[config.mk]
export PLATFORM = sky130hd
export DESIGN_NAME = run_controller
export DESIGN_NICKNAME = d
export VERILOG_FILES = /design/src/rtl/run_controller.sv
export SDC_FILE = /design/constraint.sdc
export NUM_CORES = 1
export LEC_CHECK = 0
export ABC_AREA = 1
export CORE_MARGIN = 3
export CORE_UTILIZATION = 47
export CTS_BUF_LIST = sky130_fd_sc_hd__clkbuf_8
export CTS_CLUSTER_DIAMETER = 80
export CTS_CLUSTER_SIZE = 40
export DETAILED_ROUTE_END_ITERATION = 16
export PLACE_DENSITY = 0.77
export SYNTH_ARGS = -nofsm -noshare
export SYNTH_HDL_FRONTEND = slang
export SYNTH_SLANG_ARGS = --single-unit
[constraint.sdc]
create_clock -name clk -period 1.9 [get_ports clk]
set_input_delay 0.475 -clock clk [delete_from_list [all_inputs] [get_ports clk]]
set_output_delay 0.475 -clock clk [all_outputs]
set_load 0.01 [all_outputs]
[src/rtl/run_controller.sv]
`default_nettype none
// ============================================================================
// Module   : run_controller
// Purpose  : Sequences a Dioptase core from start to halt. Gates fetch and
//            pipeline advance, counts cycles spent in RUN+DRAIN (saturating),
//            enforces a programmable cycle limit, drains the pipeline after a
//            halt and captures the architectural return value.
// Ports    : clk          - core clock, rising edge
//            rst_n        - asynchronous active-low reset
//            start        - begins/restarts a run from IDLE, DONE or TIMEOUT
//            cycle_limit  - max RUN cycles, 0 = unlimited, sampled each cycle
//            halt_req     - writeback retired a halt instruction
//            ret_val      - return register value, valid with halt_req
//            pipe_empty   - nothing in flight and store path drained
//            step_mode    - (optional) single-step enable in RUN
//            step         - (optional) one-cycle step strobe
//            cpu_run      - pipeline advance enable
//            fetch_en     - fetch / PC-update enable
//            done         - run finished (normal or timeout)
//            timed_out    - run ended by cycle limit or drain timeout
//            result       - ret_val captured at halt
//            cycles       - RUN+DRAIN cycle count, saturating
// Options  : define RUN_CONTROLLER_STEP_EN to add step_mode/step inputs.
// Revision : 1.0 - initial release
// ============================================================================
module run_controller #(
  parameter int DRAIN_MAX = 16,
  parameter int CNT_W     = 32
) (
  input  logic             clk,
  input  logic             rst_n,
  input  logic             start,
  input  logic [CNT_W-1:0] cycle_limit,
  input  logic             halt_req,
  input  logic [31:0]      ret_val,
  input  logic             pipe_empty,
`ifdef RUN_CONTROLLER_STEP_EN
  input  logic             step_mode,
  input  logic             step,
`endif
  output logic             cpu_run,
  output logic             fetch_en,
  output logic             done,
  output logic             timed_out,
  output logic [31:0]      result,
  output logic [CNT_W-1:0] cycles
);

  typedef enum logic [2:0] {
    S_IDLE    = 3'd0,
    S_RUN     = 3'd1,
    S_DRAIN   = 3'd2,
    S_DONE    = 3'd3,
    S_TIMEOUT = 3'd4
  } state_t;

  localparam logic [CNT_W-1:0] CNT_ONE    = CNT_W'(1);
  localparam logic [7:0]       DRAIN_LAST = 8'(DRAIN_MAX - 1);

  state_t           state;
  logic             run_q;
  logic             fetch_q;
  logic [7:0]       drain_cnt;
  logic             advance;
  logic             limit_hit;
  logic [CNT_W-1:0] cycles_inc;

`ifdef RUN_CONTROLLER_STEP_EN
  // In step mode a RUN cycle only "happens" when step is high; DRAIN is
  // never gated, so the gate is forced open outside RUN.
  assign advance  = !step_mode || step;
  assign cpu_run  = run_q & (advance | (state != S_RUN));
  assign fetch_en = fetch_q & advance;
`else
  assign advance  = 1'b1;
  assign cpu_run  = run_q;
  assign fetch_en = fetch_q;
`endif

  // Counter holds at all-ones instead of wrapping.
  assign cycles_inc = (&cycles) ? cycles : cycles + CNT_ONE;

  // Compare the pre-increment count against limit-1 so that exactly
  // cycle_limit RUN cycles elapse; equality only, so lowering the limit
  // below the current count never fires retroactively.
  assign limit_hit = (cycle_limit != '0) && (cycles == cycle_limit - CNT_ONE);

  always_ff @(posedge clk or negedge rst_n) begin
    if (!rst_n) begin
      state     <= S_IDLE;
      run_q     <= 1'b0;
      fetch_q   <= 1'b0;
      done      <= 1'b0;
      timed_out <= 1'b0;
      result    <= '0;
      cycles    <= '0;
      drain_cnt <= '0;
    end else begin
      case (state)
        S_IDLE, S_DONE, S_TIMEOUT: begin
          if (start) begin
            state     <= S_RUN;
            run_q     <= 1'b1;
            fetch_q   <= 1'b1;
            done      <= 1'b0;
            timed_out <= 1'b0;
            result    <= '0;
            cycles    <= '0;
            drain_cnt <= '0;
          end
        end

        S_RUN: begin
          if (advance) begin
            cycles <= cycles_inc;
            // Halt wins over a simultaneous limit hit.
            if (halt_req) begin
              state     <= S_DRAIN;
              result    <= ret_val;
              fetch_q   <= 1'b0;
              drain_cnt <= '0;
            end else if (limit_hit) begin
              state     <= S_TIMEOUT;
              run_q     <= 1'b0;
              fetch_q   <= 1'b0;
              done      <= 1'b1;
              timed_out <= 1'b1;
            end
          end
        end

        S_DRAIN: begin
          cycles <= cycles_inc;
          // Empty is checked first so an empty pipe on the last allowed
          // drain cycle still completes normally.
          if (pipe_empty) begin
            state <= S_DONE;
            run_q <= 1'b0;
            done  <= 1'b1;
          end else if (drain_cnt == DRAIN_LAST) begin
            state     <= S_TIMEOUT;
            run_q     <= 1'b0;
            done      <= 1'b1;
            timed_out <= 1'b1;
          end else begin
            drain_cnt <= drain_cnt + 8'd1;
          end
        end

        default: begin
          state     <= S_IDLE;
          run_q     <= 1'b0;
          fetch_q   <= 1'b0;
          done      <= 1'b0;
          timed_out <= 1'b0;
        end
      endcase
    end
  end

endmodule
`default_nettype wire

==> summary.md <==
| Metric | Value |
|---|---|
| Outcome | finished with violations |
| Failing checks | setup timing |
| CP Max Fanout | 3 |
| Die height | 113.8 um |
| Largest delay share family, worst path | simple AND/OR/NAND/NOR gates |
| Gpl congestion | 0.9839 |
| Cell mode on critical path | nor2_4 |
| Simple-Gate Fraction of Synth Area | 39.45% |
| Most frequent cells in the layout | nand2_1 (213), buf_4 (159), clkdlybuf4s50_1 (89), inv_1 (78), dfrtp_1 (71) |
| Share of cells above drive strength 1 | 36.60% |
| Met2 Track Usage GR | 52.57% |
| Logic pwr share | 63.3% |
| Complex-gate fraction of the synthesized area | 8.700% |
| Final nets | 1199 |
| LEAKAGE | 4.483 nW |
| Crit path largest cell delay | 0.41 ns |
| GR Overflow Total | 0 |
| Seq pwr share | 23.5% |
| Fin crit period | 2.317 ns |
| Pwr/cell area | 1039 mW/mm2 |
| CP required | 2.15 ns |
| Psw | 0.004328 W |
| Largest family of logic cells by synthesized area | simple AND/OR/NAND/NOR gates |
| DIE AREA | 0.01296 mm2 |
| Endpoints failing hold | 0 |
| Drt via density | 5.411 |
| Num CTS Buffers | 9 |
| Sw Ratio | 44.20% |
| Crit path buf inv count | 1 |
| Post-Synthesis Cell Area | 0.005465 mm2 |
| Post-DP Area | 0.008085 mm2 |
| Clk buf depth | 2 |
| Worst setup endpoint | cycles[22]$_DFFE_PN0P_ |
| Worst Tran Pin Value | 0.4716 ns |
| Total Routing Usage GR | 29.85% |
| DRT iter0 DRCs | 472 |
| WP data arrival | 2.57 ns |
| Initial antenna violation count | 0 |
| Port Buffer Count | 136 |
| Vias in the first global route | 6643 |
| RSZ-0062 raised after global routing | yes |
| Synthesis-stage register bit count | 79 |
| Root Driver | clkbuf_8 |
| Fin Clk Skew | 0.01754 ns |
| CP endpoint kind | flip-flop |
| Max Cap Viol | 0 |
| GR Util met3 | 6.048% |
| Clk pwr share | 13.2% |
| Antenna cell count | 0 |
| Detail Route Antenna Nets | 0 |
| Most common cell after layout, fill and taps aside | nand2_1 |
| Worst Setup SP | cycles[0]$_DFFE_PN0P_ |
| CTS Sinks | 79 |
| CTS H-Tree Depth | 3 |
| Length of the first detailed-routing pass in iterations | 5 |
| Hold Path Class | in -> async |
| Multiplexer share of the synthesized area | 0% |
| CP Depth | 12 |
| Core area | 0.01108 mm2 |
| Synth Net Count | 885 |
| Synth cell types | 38 |
| CTS tree | built |
| Drt wl/cell | 17.42 um |
| Met1 GRT Util | 36.25% |
| Number of remaining DRC errors | 0 |
| Ports | 137 |
| WS Path Type | reg -> reg |
| Syn Area/Cell | 6.731 um2 |
| Vias | 6877 |
| R2r worst-path depth | 12 |
| Clk_lat worst skew | 0.36 ns |
| Worst-path clk slew | 0.10 ns |
| Fin Hold WS | 0.1243 ns |
| Initial core utilization | 49.33% |
| Adder-cell share of the synthesized area | 0.9158% |
| Syn Inst Count | 812 |
| CP cell instances | ha_2 > nand4_1 > nor2_2 > nand3_2 > nor2_4 > nand2_2 > nor3_2 > inv_1 > nor2_4 > nand3_1 > nand2_1 > nor2_1 |
| Max Clk Rate | 431.5 MHz |
| Tcrit/Tclk final | 122.0% |
| Die width | 113.8 um |
| Synth-to-Final Area Change | 72.50% |
| Power Internal | 0.005465 W |
| Worst IR Drop VDD | 1.402 mV |
| Post-route cell area | 0.009428 mm2 |
| Register area share after synthesis | 36.17% |
| Detail Placement HPWL | 13850 um |
| CP max-delay cell | dfrtp_1 |
| Syn. warnings | 0 |
| Fin. max-slew vios | 0 |
| Wirelength, routed | 22140 um |
| Busiest grt layer | met2 |
| Final WS setup | -0.4173 ns |
| Largest net degree at the start of global routing | 80 |
| Crit start category | flip-flop |
| Final setup fails | 43 |
| First-pass GRT wire length | 31340 um |
| PnR Total Power | 0.009793 W |
| Reg2reg start | cycles[0]$_DFFE_PN0P_ |
| Reg2reg end | cycles[22]$_DFFE_PN0P_ |
| FF-to-FF setup slack | -0.42 ns |
| Synth Area in XOR/XNOR | 6.891% |
| Slew HR | 68.27% |
| Row count | 38 |
==> cells by family (layout without fill, tap and decap cells) <==
family / count (synthesis) / count (layout)
buffers and inverters: 111 / 430
flip-flops: 79 / 79
AND/OR/NAND/NOR: 486 / 486
AO/OA/AOI/OAI: 89 / 89
XOR/XNOR: 43 / 43
adder cells (fa/ha/maj): 4 / 4
==> per-stage QoR <==
stage	std cells	TNS, ns	utilization [%]	worst slack [ns]
2_1_floorplan	812	-0.1548	-	-0.02975
3_3_place_gp	1213	-9.680	72.98	-0.8824
3_5_place_dp	1213	-10.66	72.98	-0.9272
4_1_cts	1257	-1.771	79.59	-0.1874
5_1_grt	1271	-13.83	85.10	-0.4675
6_report	1271	-10.12	85.10	-0.4173
==> how the worst min path moves through the flow <==
stage	from	end	slack [ns]	depth (start not counted)
finish	rst_n	drain_cnt[4]$_DFFE_PN0P_	0.12	2
global route	rst_n	drain_cnt[5]$_DFFE_PN0P_	0.14	2
CTS	rst_n	drain_cnt[4]$_DFFE_PN0P_	0.14	2
detailed placement	result[11]$_DFFE_PN0P_	result[11]$_DFFE_PN0P_	0.47	2
global placement	result[4]$_DFFE_PN0P_	result[4]$_DFFE_PN0P_	0.46	2
floorplan	rst_n	cpu_run$_DFFE_PN0P_	0.18	0
==> cells in the mapped netlist, drive strengths merged <==
library cell,instances,share of area (%)
dfrtp,79,36
xnor2,14,2.2
and3,1,0.11
nand3b,5,0.69
nand3,48,4.7
nor3b,3,0.41
xor2,29,4.6
a2bb2oi,3,0.48
nand4,16,1.8
nand2,261,19
nor4,6,0.69
buf,6,0.66
o22ai,5,0.57
inv,95,6.5
or2,1,0.11
a21oi,22,2.0
and2,1,0.11
o21bai,2,0.27
o31ai,2,0.27
nor3,21,2.5
ha,4,0.92
o21ai,54,4.9
o21a,1,0.14
clkbuf,10,0.69
nor2,123,9.8
==> layer usage <==
| metal | wire length, um | share of wire (%) |
|---|---|---|
| met1 | 8133 | 37 |
| met2 | 10860 | 49 |
| met3 | 1915 | 8.6 |
| met4 | 1237 | 5.6 |
| met5 | 0 | 0 |
==> power groups by stage <==
stage	registers, W	clock network, W	logic, W
floorplan	0.00242	0	0.00218
global placement	0.00229	0	0.00427
detailed placement	0.00229	0	0.00434
CTS	0.00226	0.00131	0.00489
global route	0.00233	0.00138	0.00660
finish	0.00230	0.00130	0.00620
==> layout make-up <==
type	instances	area, um2
clock buffer	9	123.9
timing repair buffer	319	2868
fill	633	1650
inverter	95	397.9
multi-input combinational	622	3797
clock inverter	7	78.83
tap	140	175.2
sequential	79	1987
==> registers in the layout, summed over array words and instances, names as in the netlist <==
signal     flops
cpu_run        1
state          3
timed_out      1
done           1
cycles        32
result        32
drain_cnt      8
fetch_en       1
==> timing repair <==
action	CTS	global route
endpoints found under the hold margin	0	0
buffers inserted	29	16
resized for setup	153	182
endpoints found under the setup margin	46	60
hold buffers	0	0
gates cloned	0	2
pin swaps	69	76
Power figures use the tool's default switching activity.
